$ cat src/rtl/serdesphy_rx_pkg.sv
// Shared definitions for the RX deserializer / word aligner.
//   - rx_state_t    : aligner FSM states
//   - WORD_W_DEF    : default parallel word width
//   - SYNC_WORD_DEF : default alignment pattern (MSB is the first bit on the wire)
//   - sat_inc8      : saturating 8-bit increment used by the loss counter
package serdesphy_rx_pkg;

    localparam int          WORD_W_DEF    = 16;
    localparam logic [15:0] SYNC_WORD_DEF = 16'hBC3C;

    typedef enum logic [1:0] {
        IDLE,
        HUNT,
        VERIFY,
        ALIGNED
    } rx_state_t;

    function automatic logic [7:0] sat_inc8(input logic [7:0] v);
        return (v == 8'hFF) ? v : v + 8'd1;
    endfunction

endpackage

$ cat src/rtl/serdesphy_rx_shifter.sv
// Serial shift register and bit counter for the RX aligner.
// Ports:
//   clk, rst      : recovered clock, asynchronous active-high reset
//   sample        : enable && cdr_lock; low clears the register and counter
//   load_zero     : force bit_cnt to 0 on this edge (hunt match = word boundary)
//   serial_data   : recovered serial bit
//   nxt           : word formed by the current sample, MSB = earliest bit
//   bit_cnt       : position of the bit being sampled within the word
//   boundary      : this sampled edge completes a word
module serdesphy_rx_shifter
    import serdesphy_rx_pkg::*;
#(
    parameter int WORD_W = WORD_W_DEF,
    localparam int CNT_W = $clog2(WORD_W)
) (
    input  logic              clk,
    input  logic              rst,
    input  logic              sample,
    input  logic              load_zero,
    input  logic              serial_data,
    output logic [WORD_W-1:0] nxt,
    output logic [CNT_W-1:0]  bit_cnt,
    output logic              boundary
);

    // Only the most recent WORD_W-1 bits need storing; the new bit completes
    // the compare word combinationally.
    logic [WORD_W-2:0] sh;

    assign nxt      = {sh, serial_data};
    assign boundary = sample && (bit_cnt == CNT_W'(WORD_W - 1));

    always_ff @(posedge clk or posedge rst) begin
        if (rst) begin
            sh      <= '0;
            bit_cnt <= '0;
        end else if (!sample) begin
            sh      <= '0;
            bit_cnt <= '0;
        end else begin
            sh      <= nxt[WORD_W-2:0];
            bit_cnt <= (load_zero || boundary) ? '0 : bit_cnt + CNT_W'(1);
        end
    end

endmodule

$ cat src/rtl/serdesphy_rx_deser_align.sv
// RX serial-to-parallel converter and word aligner.
// Hunts for SYNC_WORD in the recovered bit stream, confirms alignment over
// SYNC_CONFIRM on-boundary sync words, then emits every aligned word with a
// one-cycle data_valid strobe. Alignment is dropped on lock/enable loss or
// after MAX_GAP consecutive words without a sync word.
// Ports:
//   clk_240m_rx    : recovered clock (sole clock)
//   rst            : asynchronous active-high reset
//   enable         : block enable; low forces IDLE
//   cdr_lock       : CDR lock; low forces IDLE
//   serial_data    : recovered serial bit
//   parallel_data  : aligned word, MSB = earliest bit
//   data_valid     : one-cycle strobe per emitted word
//   aligned        : high while in ALIGNED
//   bit_offset     : bit_cnt phase captured at the last hunt match
//   align_loss_cnt : saturating count of exits from ALIGNED
module serdesphy_rx_deser_align
    import serdesphy_rx_pkg::*;
#(
    parameter int                WORD_W       = WORD_W_DEF,
    parameter logic [WORD_W-1:0] SYNC_WORD    = WORD_W'(SYNC_WORD_DEF),
    parameter int                SYNC_CONFIRM = 3,
    parameter int                MAX_GAP      = 255
) (
    input  logic              clk_240m_rx,
    input  logic              rst,
    input  logic              enable,
    input  logic              cdr_lock,
    input  logic              serial_data,
    output logic [WORD_W-1:0] parallel_data,
    output logic              data_valid,
    output logic              aligned,
    output logic [3:0]        bit_offset,
    output logic [7:0]        align_loss_cnt
);

    localparam int CNT_W = $clog2(WORD_W);

    rx_state_t         state;
    logic [2:0]        confirm;
    logic [7:0]        gap;
    logic              sample;
    logic              sync_hit;
    logic              load_zero;
    logic              boundary;
    logic [WORD_W-1:0] nxt;
    logic [CNT_W-1:0]  bit_cnt;
    logic [2:0]        confirm_inc;
    logic [7:0]        gap_inc;

    assign sample      = enable && cdr_lock;
    assign sync_hit    = (nxt == SYNC_WORD);
    // A hunt match re-phases the bit counter so the matching edge becomes a boundary.
    assign load_zero   = sample && (state == HUNT) && sync_hit;
    assign confirm_inc = confirm + 3'd1;
    assign gap_inc     = gap + 8'd1;

    serdesphy_rx_shifter #(
        .WORD_W (WORD_W)
    ) u_shifter (
        .clk         (clk_240m_rx),
        .rst         (rst),
        .sample      (sample),
        .load_zero   (load_zero),
        .serial_data (serial_data),
        .nxt         (nxt),
        .bit_cnt     (bit_cnt),
        .boundary    (boundary)
    );

    always_ff @(posedge clk_240m_rx or posedge rst) begin
        if (rst) begin
            state          <= IDLE;
            confirm        <= '0;
            gap            <= '0;
            parallel_data  <= '0;
            data_valid     <= 1'b0;
            aligned        <= 1'b0;
            bit_offset     <= '0;
            align_loss_cnt <= '0;
        end else begin
            data_valid <= 1'b0;
            if (!sample) begin
                // Lock/enable loss wins over everything; a partial word is dropped.
                state   <= IDLE;
                aligned <= 1'b0;
                confirm <= '0;
                gap     <= '0;
                if (state == ALIGNED) begin
                    align_loss_cnt <= sat_inc8(align_loss_cnt);
                end
            end else begin
                case (state)
                    IDLE: begin
                        state <= HUNT;
                    end
                    HUNT: begin
                        if (sync_hit) begin
                            bit_offset <= 4'(bit_cnt);
                            confirm    <= 3'd1;
                            if (SYNC_CONFIRM == 1) begin
                                state         <= ALIGNED;
                                aligned       <= 1'b1;
                                gap           <= '0;
                                parallel_data <= nxt;
                                data_valid    <= 1'b1;
                            end else begin
                                state <= VERIFY;
                            end
                        end
                    end
                    VERIFY: begin
                        if (boundary) begin
                            if (sync_hit) begin
                                confirm <= confirm_inc;
                                if (confirm_inc == 3'(SYNC_CONFIRM)) begin
                                    // The confirming sync word is emitted as data.
                                    state         <= ALIGNED;
                                    aligned       <= 1'b1;
                                    gap           <= '0;
                                    parallel_data <= nxt;
                                    data_valid    <= 1'b1;
                                end
                            end else begin
                                state   <= HUNT;
                                confirm <= '0;
                            end
                        end
                    end
                    ALIGNED: begin
                        if (boundary) begin
                            parallel_data <= nxt;
                            data_valid    <= 1'b1;
                            if (sync_hit) begin
                                gap <= '0;
                            end else if (gap_inc == 8'(MAX_GAP)) begin
                                // The word at the final gap boundary still goes out.
                                state          <= HUNT;
                                aligned        <= 1'b0;
                                gap            <= '0;
                                confirm        <= '0;
                                align_loss_cnt <= sat_inc8(align_loss_cnt);
                            end else begin
                                gap <= gap_inc;
                            end
                        end
                    end
                    default: begin
                        state <= IDLE;
                    end
                endcase
            end
        end
    end

endmodule

$ cat config.mk
export PLATFORM = sky130hd
export DESIGN_NAME = serdesphy_rx_deser_align
export DESIGN_NICKNAME = d
export VERILOG_FILES = /design/src/rtl/serdesphy_rx_pkg.sv /design/src/rtl/serdesphy_rx_shifter.sv /design/src/rtl/serdesphy_rx_deser_align.sv
export SDC_FILE = /design/constraint.sdc
export NUM_CORES = 1
export LEC_CHECK = 0
export ABC_AREA = 1
export BUFFER_PORTS_ARGS = -buffer_cell sky130_fd_sc_hd__buf_2
export CORE_MARGIN = 2
export CORE_UTILIZATION = 58
export DETAILED_ROUTE_END_ITERATION = 10
export PLACE_DENSITY = 0.86
export SYNTH_ARGS = -nofsm -noshare
export SYNTH_HDL_FRONTEND = slang
export SYNTH_SLANG_ARGS = --single-unit
$ cat constraint.sdc
create_clock -name clk_240m_rx -period 3 [get_ports clk_240m_rx]
set_clock_uncertainty 0.2 [all_clocks]
set_input_delay 0.6 -clock clk_240m_rx [delete_from_list [all_inputs] [get_ports clk_240m_rx]]
set_output_delay 0.6 -clock clk_240m_rx [all_outputs]
set_load 0.05 [all_outputs]
==> run_results.csv, run 1 <==
group,metric,value,unit
floorplan,dieArea,5901,um2
power,p_sw_share,23.26,%
sta,setup_violations,0,
placed_design,placed_cell_area,3329,um2
drt,wl_per_cell,12.25,um
sta,worst_pin_slew,0.7992,ns
logic_synthesis,yosysSeqAreaShare,50.45,%
power,p_comb_share,4.9,%
layout,fin_cells,495,
worst_setup_path,cp-start-kind,"register",
power,totalPowerFinal,1616,uW
floorplan,placementRows,26,
sta,max-slew-margin-rel,46.64,%
power,seqPwrFrac,52.6,%
status,outcome,"finished clean",
clock_tree,cts_root_buffer,"clkbuf_8",
logic_synthesis,synthSimpleGateAreaFrac,29.25,%
grt,grt.overflow.total,0,
grt,track_usage,23.09,%
floorplan,die_w,76.82,um
sta,min_period_over_period,72.42,%
placed_design,place_hpwl,4434,um
run,maxCapViolCount,0,
logic_synthesis,syn_avg_cell_area,8.093,um2
layout,finalInstanceArea,3511,um2
sta,fmax,0.4603,GHz
clock_tree,clock_latency,0.34,ns
floorplan,die_h,76.82,um
drt,drtIter0Drc,137,
logic_synthesis,yosysWarnings,0,
logic_synthesis,synth_top_family_by_area,"simple AND/OR/NAND/NOR gates",
floorplan,core_region_area,5107,um2
sta,fin_setup_tns,0,ns
placed_design,dp.cells,479,
drt,routed_via_density,5.170,
logic_synthesis,synth_nets,395,
grt,grt_util_met2,37.54,%
clock_tree,clockBufferDepth,2,
grt,antenna_found_initial,0,
power,power.switching,376.0,uW
logic_synthesis,synthAdderAreaFrac,4.068,%
logic_synthesis,synthMuxAreaShare,0,%
layout,final_common_cell,"nand2_1",
logic_synthesis,synth-edff-count,0,
worst_setup_path,max_stage_delay,0.46,ns
logic_synthesis,synth-seq-cells,62,
drt,drc,0,
worst_setup_path,crit_chain,"ha_1, nand3_1, o21bai_1, nand2_1, nor2_2, nand2_2, nand2_4, nand3_4, nand2_1, o21ai_2",
layout,fillers,415,
clock_tree,cts_setup_buffers,0,
power,p_clk_share,42.5,%
worst_setup_path,path_delay_family,"simple AND/OR/NAND/NOR gates",
grt,grtUsageMet1,28.82,%
placed_design,io_buffers,34,
grt,grt_pass1_vias,2448,
worst_setup_path,critPathKind,"register to register",
grt,met3_usage,5.647,%
worst_setup_path,crit_path_end_kind,"register",
sta,post-route-min-period,2.173,ns
logic_synthesis,syn_inst,380,
grt,grt_first_pass_wirelength,10780,um
drt,ant_nets,0,
worst_setup_path,cp.arrival,2.20,ns
logic_synthesis,netlist_area,3075,um2
sta,drv_slew,0,
grt,grt_max_degree,40,
worst_setup_path,crit_buf_inv,0,
worst_setup_path,critical_path_peak_fanout,13,
hold_path,hold_path.class,"input pin to asynchronous set/reset pin",
floorplan,initial_core_util,60.22,%
clock_tree,cts_buffers,9,
clock_tree,htree_levels,3,
grt,top_usage_layer,"met2",
worst_setup_path,required,3.02,ns
clock_tree,cts.clk_slew.worst_paths,0.07,ns
layout,diodes,0,
power,ir_drop,0.0003445,V
drt,dr.pass1.iters,4,
placed_design,place_congestion,0.9236,
layout,synthToLayoutAreaGrowth,14.16,%
clock_tree,cts_tree,"yes",
layout,fin_nets,435,
clock_tree,cts.sinks,62,
drt,vias,2559,
logic_synthesis,async_reset_ff_share,100.0,%
power,power_density,460.3,nW/um2
sta,finalHoldViolCount,0,
logic_synthesis,ys_types,29,
clock_tree,hold_buffers,0,
worst_setup_path,cpMostUsedCell,"nand2_1",
logic_synthesis,synth_compound_area_share,6.957,%
floorplan,ios,35,
layout,drive_gt1_share,17.18,%
power,p_int,1240,uW
logic_synthesis,ys.flop_type,"dfrtp_1",
sta,rsz0062_at_grt,"false",
drt,routed_wl,6064,um
power,power.leakage,0.001747,uW
worst_setup_path,cp_slowest_cell,"dfrtp_1",
logic_synthesis,synth_xor_area_share,2.278,%
clock_tree,cts.repair.resized,0,
layout,layout_common_cells,"nand2_1, dfrtp_1, inv_1",
-- power by group through the flow --
stage | combinational [uW] | sequential, uW | clock [uW]
after detailed placement | 79.1 | 866 | 0
after floorplan | 48.0 | 872 | 0
after global routing | 89.3 | 851 | 726
after global placement | 76.3 | 865 | 0
final | 78.5 | 850 | 687
after CTS | 79.4 | 850 | 697
-- flip-flops by register name, indices dropped and copies added, names as in the netlist --
name,flops
u_shifter.sh,15
state,2
confirm,3
bit_offset,4
gap,8
data_valid,1
u_shifter.bit_cnt,4
aligned,1
align_loss_cnt,8
parallel_data,16
-- Yosys cell counts, drive strengths merged, types with 4 or more instances --
library cell  number  area, um2
dfrtp             62       1551
o21ai             28      162.7
clkbuf             6      22.52
xnor2              4      35.03
inv               47      176.4
ha                10      125.1
nand3             25      137.6
nor2              46      187.7
nor3               5      25.02
xor2               4      35.03
nand4              6      37.54
nand2            124      483.0
-- kinds of logic after synthesis --
kind of cell / count (synthesis)
AOI/OAI and AO/OA: 35
xor gates and xnor gates: 8
adders and majority gates: 10
buffers and inverters: 55
DFF: 62
and+or+nand+nor: 210
-- worst paths after layout --
check | startpoint | to | slack, ns | cells after the start
setup / recovery | gap[0] | align_loss_cnt[7] | 0.83 | 10
hold / removal | rst | parallel_data[12] | 0.21 | 2
setup reg to reg | gap[0] | align_loss_cnt[7] | 0.83 | 10
hold reg to reg | bit_offset[0] | bit_offset[0] | 0.28 | 2
max in group asynchronous | rst | bit_offset[0] | 1.79 | 3
min in group clk_240m_rx | bit_offset[0] | bit_offset[0] | 0.28 | 2
-- final cells by class --
class                           count  area, um2  share of cell area [%]
Clock buffer                       11      131.4                   3.742
Clock inverter                      5      50.05                   1.426
Inverter                           47      176.4                   5.025
Multi-Input combinational cell    263       1309                   37.28
Sequential cell                    62       1551                   44.19
Tap cell                           70      87.58                   2.495
Timing Repair Buffer               37      205.2                   5.845
-- per-stage QoR --
stage	worst slack (ns)	hold WS [ns]	utilization (%)
2_1_floorplan	0.6586	0.2611	-
3_3_place_gp	0.6656	0.2593	65.19
3_5_place_dp	0.6223	0.2598	65.19
4_1_cts	0.8271	0.2249	68.74
5_1_grt	0.5833	0.2807	68.74
6_report	0.8273	0.2114	68.74
-- routing by layer --
layer	up-vias	wire, um
met5	-	0
met4	0	128
met3	14	287
met2	68	2897
met1	1202	2750
li1	1275	-
No activity file was read; power rests on OpenSTA's default activity.
==> run 2, diff against run 1 <==
- clock period: 3 -> 2 ns (I/O delays scaled with it)
==> run 2 against run 1 <==
Worst setup slack got worse by 0.78 ns. Critical path type unchanged. Non-clock buffer count increased by 18. Clock-buffer cell count is 1 lower.
==> run_results.csv, run 2 (synthesis results as in run 1) <==
group,metric,value,unit
worst_setup_path,cp-start-kind,"register",
drt,ant_nets,0,
drt,vias,2681,
hold_path,hold_path.class,"input pin to register",
power,p_int,2005,uW
clock_tree,clockBufferDepth,2,
grt,grt.overflow.total,0,
clock_tree,cts.clk_slew.worst_paths,0.07,ns
placed_design,io_buffers,34,
sta,max-slew-margin-rel,74.49,%
sta,worst_pin_slew,0.3792,ns
drt,wl_per_cell,13.30,um
worst_setup_path,rr_worst_depth,12,
power,totalPowerFinal,2615,uW
layout,largest_reg_flops,16,
power,p_comb_share,5.3,%
layout,final_common_cell,"nand2_1",
floorplan,die_w,76.82,um
worst_setup_path,crit_path_end_kind,"register",
worst_setup_path,r2r_end,"align_loss_cnt[6]",
drt,routed_wl,6838,um
sta,drv_slew,0,
floorplan,die_h,76.82,um
worst_setup_path,critPathKind,"register to register",
run,maxCapViolCount,0,
placed_design,place_congestion,0.8821,
floorplan,placementRows,26,
hold_path,hold_start,"serial_data",
layout,utilization,76.60,%
sta,setup_violations,0,
power,power.leakage,0.001900,uW
clock_tree,cts_tree,"yes",
power,power.switching,610.1,uW
drt,drtIter0Drc,263,
status,outcome,"finished clean",
layout,synthToLayoutAreaGrowth,27.22,%
grt,grt_pass1_vias,2566,
layout,reg_top3,"parallel_data x16, u_shifter.sh x15",
power,p_sw_share,23.33,%
floorplan,initial_core_util,60.22,%
drt,routed_via_density,5.216,
grt,track_usage,24.16,%
grt,antenna_found_initial,0,
hold_path,holdPathEnd,"u_shifter.sh[0]",
layout,top_register,"parallel_data",
worst_setup_path,reg2reg_from,"gap[1]",
drt,drc,0,
sta,fin_setup_tns,0,ns
sta,min_period_over_period,97.83,%
sta,finalHoldViolCount,0,
worst_setup_path,reg2reg_slack,0.04,ns
layout,seq_area,1558,um2
clock_tree,cts.sinks,62,
floorplan,dieArea,5901,um2
clock_tree,cts_buffers,9,
sta,rsz0062_at_grt,"true",
hold_path,holdPathStages,3,
floorplan,core_region_area,5107,um2
floorplan,ios,35,
layout,fin_nets,454,
power,power_density,668.4,nW/um2
worst_setup_path,cp.arrival,1.99,ns
layout,diodes,0,
sta,post-route-min-period,1.957,ns
layout,drive_gt1_share,27.93,%
worst_setup_path,critical_path_peak_fanout,7,
clock_tree,cts_root_buffer,"clkbuf_8",
clock_tree,htree_levels,3,
grt,grt_first_pass_wirelength,11340,um
power,p_clk_share,45.9,%
layout,layout_common_cells,"nand2_1, dfrtp_1, inv_1",
worst_setup_path,required,2.04,ns
sta,fmax,0.5111,GHz
clock_tree,clock_latency,0.35,ns
power,seqPwrFrac,48.8,%
grt,grt_max_degree,37,
power,ir_drop,0.0005279,V
drt,dr.pass1.iters,4,
layout,fillers,340,
layout,multiInputGateArea,1504,um2
sta,fin_hold_ws,0.1429,ns
placed_design,place_hpwl,4342,um
## run 2: changes by cell type in the layout (fill, tap and decap cells not counted), moves of 3 or more
| cell | before | now |
|---|---|---|
| dfrtp_2 | 0 | 5 |
| buf_6 | 0 | 3 |
| ha_1 | 10 | 6 |
| nor2_4 | 0 | 6 |
| nand2_1 | 119 | 106 |
| buf_4 | 2 | 15 |
| nor2_1 | 40 | 35 |
| ha_4 | 0 | 3 |
| dfrtp_1 | 62 | 57 |
| nand2_2 | 4 | 14 |
## run 2: critical path, cell delays in order, from the launching register on
cell	delay (ns)
dfrtp_1	0.41
buf_6	0.14
nand2_4	0.06
nor2_4	0.15
nand2_2	0.08
nand2_2	0.09
nand2_2	0.08
nor2_4	0.11
nand2_4	0.11
nand2_8	0.11
nand3_4	0.14
nand2_2	0.11
o21ai_2	0.05
## run 2: timing repair
item / in CTS / in global routing
cloned: 1 / 0
endpoints found under the setup margin: 14 / 23
gates resized for setup: 5 / 44
buffers inserted: 1 / 6
hold buffers: 1 / 0
pin swaps: 1 / 15
endpoints found under the hold margin: 14 / 0
## run 2: worst max path at each step
| stage | start | end | slack, ns | cells after the start |
|---|---|---|---|---|
| final | gap[1] | align_loss_cnt[6] | 0.04 | 12 |
| after global routing | gap[0] | align_loss_cnt[4] | -0.08 | 12 |
| after CTS | gap[0] | align_loss_cnt[4] | 0.02 | 10 |
| after detailed placement | gap[0] | align_loss_cnt[6] | -0.05 | 10 |
| after global placement | gap[0] | align_loss_cnt[7] | 0.06 | 10 |
| after floorplan | align_loss_cnt[3] | align_loss_cnt[7] | -0.02 | 9 |
## run 2: metal layers
metal / vias to the layer above / GRT usage [%] / share of wire [%]
li1: 1308 / - / -
met1: 1284 / 31.75 / 44
met2: 73 / 38.42 / 50
met3: 16 / 4.706 / 4.2
met4: 0 / 12.00 / 2.2
met5: - / 0 / 0
## run 2: area by class of cell
type                       count  area share, %
clock inverter                 6          2.207
sequential                    62          39.81
clock buffer                  10          3.262
multi-input combinational    264          38.44
tap                           70          2.239
inverter                      47          4.669
timing repair buffer          55          9.370
## run 2: power groups by stage
stage          clock, uW  combinational, uW  sequential, uW
3_5_place_dp           0                129            1300
5_1_grt             1270                156            1280
2_1_floorplan          0               72.8            1310
4_1_cts             1220                133            1280
3_3_place_gp           0                126            1300
6_report            1200                138            1280
## run 2: per-stage QoR
| step | instances | setup WS, ns | instance area, um2 |
|---|---|---|---|
| floorplan | 380 | -0.01515 | 3095 |
| finish | 514 | 0.04332 | 3913 |
| CTS | 508 | 0.02302 | 3704 |
| global route | 514 | -0.07515 | 3913 |
| global placement | 489 | 0.06286 | 3437 |
| detailed placement | 489 | -0.05417 | 3437 |
==> run 3, diff against run 2 <==
- REMOVE_ABC_BUFFERS: not set -> 1
==> run 3 against run 2 <==
Global-route usage barely moved. Sequential power is essentially flat. Cell area decreased by 1.9%. Combinational power increased by 7%. Sequential cell count is the same. Critical path depth is the same. Sequential share of layout area up 0.67 points. Via count down 1.1%. Non-clock buffer count shrank 1. Die area did not move. Critical path type unchanged. Critical endpoint is now align_loss_cnt[3]. Highest routed layer unchanged.
==> run_results.csv, run 3 (synthesis results as in run 1) <==
group,metric,value,unit
status,outcome,"finished clean",
drt,wl_per_cell,13.40,um
hold_path,holdPathStages,3,
layout,fin_nets,453,
sta,fin_ws,0.01334,ns
grt,antenna_found_initial,0,
layout,layout_common_cells,"nand2_1, dfrtp_1, inv_1",
grt,grt.overflow.total,0,
run,maxCapViolCount,0,
power,power_density,685.8,nW/um2
power,power.leakage,0.001881,uW
floorplan,core_region_area,5107,um2
clock_tree,cts.clk_slew.worst_paths,0.07,ns
placed_design,place_congestion,0.9499,
layout,largest_reg_flops,16,
sta,finalHoldViolCount,0,
layout,synthToLayoutAreaGrowth,24.82,%
power,power.switching,618.8,uW
hold_path,hold_path.class,"input pin to register",
drt,routed_via_density,5.170,
hold_path,hold_start,"serial_data",
worst_setup_path,rr_worst_depth,12,
sta,setup_violations,0,
worst_setup_path,crit_path_end_kind,"register",
clock_tree,cts.sinks,62,
sta,max-slew-margin-rel,78.07,%
power,seqPwrFrac,48.4,%
sta,drv_slew,0,
power,p_clk_share,46.0,%
sta,worst_pin_slew,0.3290,ns
layout,reg_top3,"parallel_data x16, u_shifter.sh x15",
sta,post-route-min-period,1.987,ns
worst_setup_path,crit_chain,"buf_6, nand2_4, nor2_4, nand2_1, nand2_1, nand2_1, nor2_2, nand2_4, nand2_4, nand3_4, nand2_2, o21ai_2",
layout,final_common_cell,"nand2_1",
placed_design,place_hpwl,4389,um
floorplan,die_w,76.82,um
floorplan,dieArea,5901,um2
worst_setup_path,critical_path_peak_fanout,7,
grt,grt_first_pass_wirelength,11360,um
worst_setup_path,reg2reg_from,"gap[1]",
power,p_int,2014,uW
clock_tree,htree_levels,3,
worst_setup_path,cp.arrival,2.03,ns
clock_tree,cts_tree,"yes",
clock_tree,cts_buffers,9,
worst_setup_path,critPathLaunch,"gap[1]",
worst_setup_path,required,2.04,ns
worst_setup_path,cp_slowest_cell,"dfrtp_1",
worst_setup_path,reg2reg_slack,0.01,ns
worst_setup_path,cp-start-kind,"register",
sta,min_period_over_period,99.33,%
power,p_comb_share,5.6,%
layout,seq_area,1554,um2
floorplan,placementRows,26,
clock_tree,cts_root_buffer,"clkbuf_8",
drt,routed_wl,6873,um
drt,dr.pass1.iters,4,
floorplan,ios,35,
placed_design,post-place-ws,-0.01946,ns
placed_design,io_buffers,34,
drt,drc,0,
clock_tree,clock_latency,0.35,ns
floorplan,initial_core_util,60.22,%
power,p_sw_share,23.51,%
layout,diodes,0,
layout,fillers,333,
drt,vias,2652,
grt,grt_pass1_vias,2593,
floorplan,die_h,76.82,um
layout,multiInputGateArea,1466,um2
layout,top_register,"parallel_data",
layout,drive_gt1_share,26.41,%
grt,track_usage,24.13,%
power,ir_drop,0.0005884,V
grt,grt_max_degree,63,
worst_setup_path,max_stage_delay,0.42,ns
worst_setup_path,critPathKind,"register to register",
drt,drtIter0Drc,246,
sta,rsz0062_at_grt,"true",
drt,ant_nets,0,
clock_tree,clockBufferDepth,2,
layout,utilization,75.16,%
sta,fmax,0.5034,GHz
-- run 3: routing by layer --
| layer | GRT usage (%) | part of all wire, % |
|---|---|---|
| met1 | 30.31 | 45 |
| met2 | 40.44 | 51 |
| met3 | 4.353 | 3.5 |
| met4 | 11.45 | 1.3 |
| met5 | 0 | 0 |
-- run 3: path summary, 6_finish.rpt --
check | to
max in group asynchronous | gap[0]
max reg2reg | align_loss_cnt[3]
max | align_loss_cnt[3]
min reg2reg | parallel_data[13]
min | u_shifter.sh[0]
min in group asynchronous | gap[7]
-- run 3: final cells by class --
| cell class | instances | area share, % |
|---|---|---|
| repair buffers | 54 | 8.833 |
| flip-flops and latches | 62 | 40.48 |
| well taps | 70 | 2.282 |
| clock buffers | 11 | 3.422 |
| multi-input cells | 264 | 38.20 |
| inverters | 47 | 4.596 |
| clock inverters | 5 | 2.184 |
-- run 3: repair_timing --
action / CTS / global route
gates resized for setup: 1 / 42
hold buffers: 1 / 0
cloned: 1 / 0
endpoints found under the hold margin: 62 / 0
pin swaps: 0 / 12
buffers inserted: 0 / 2
setup endpoints to repair: 11 / 38
-- run 3: power by group through the flow --
| stage | logic (uW) | registers (uW) | clock network (uW) |
|---|---|---|---|
| 2_1_floorplan | 69.8 | 1310 | 0 |
| 3_3_place_gp | 130 | 1300 | 0 |
| 3_5_place_dp | 135 | 1300 | 0 |
| 4_1_cts | 139 | 1270 | 1210 |
| 6_report | 147 | 1270 | 1210 |
| 5_1_grt | 165 | 1270 | 1270 |
-- run 3: per-stage QoR --
stage | power [uW] | instance area (um2) | instances | setup TNS, ns | hold slack, ns
2_1_floorplan | 1378 | 3037 | 372 | -14.69 | 0.2611
3_3_place_gp | 1426 | 3435 | 493 | 0 | 0.2593
3_5_place_dp | 1431 | 3435 | 493 | -0.08945 | 0.2672
4_1_cts | 2625 | 3677 | 511 | -0.05364 | 0.1429
5_1_grt | 2708 | 3839 | 513 | -1.187 | 0.1611
6_report | 2632 | 3839 | 513 | 0 | 0.1566
-- run 3: critical path: cells and delay by family, from the launching register on --
family,cells,cell delay [ns]
AO/OA/AOI/OAI,1,0.05
buffers and inverters,1,0.15
flip-flops,1,0.42
AND/OR/NAND/NOR,10,1.05
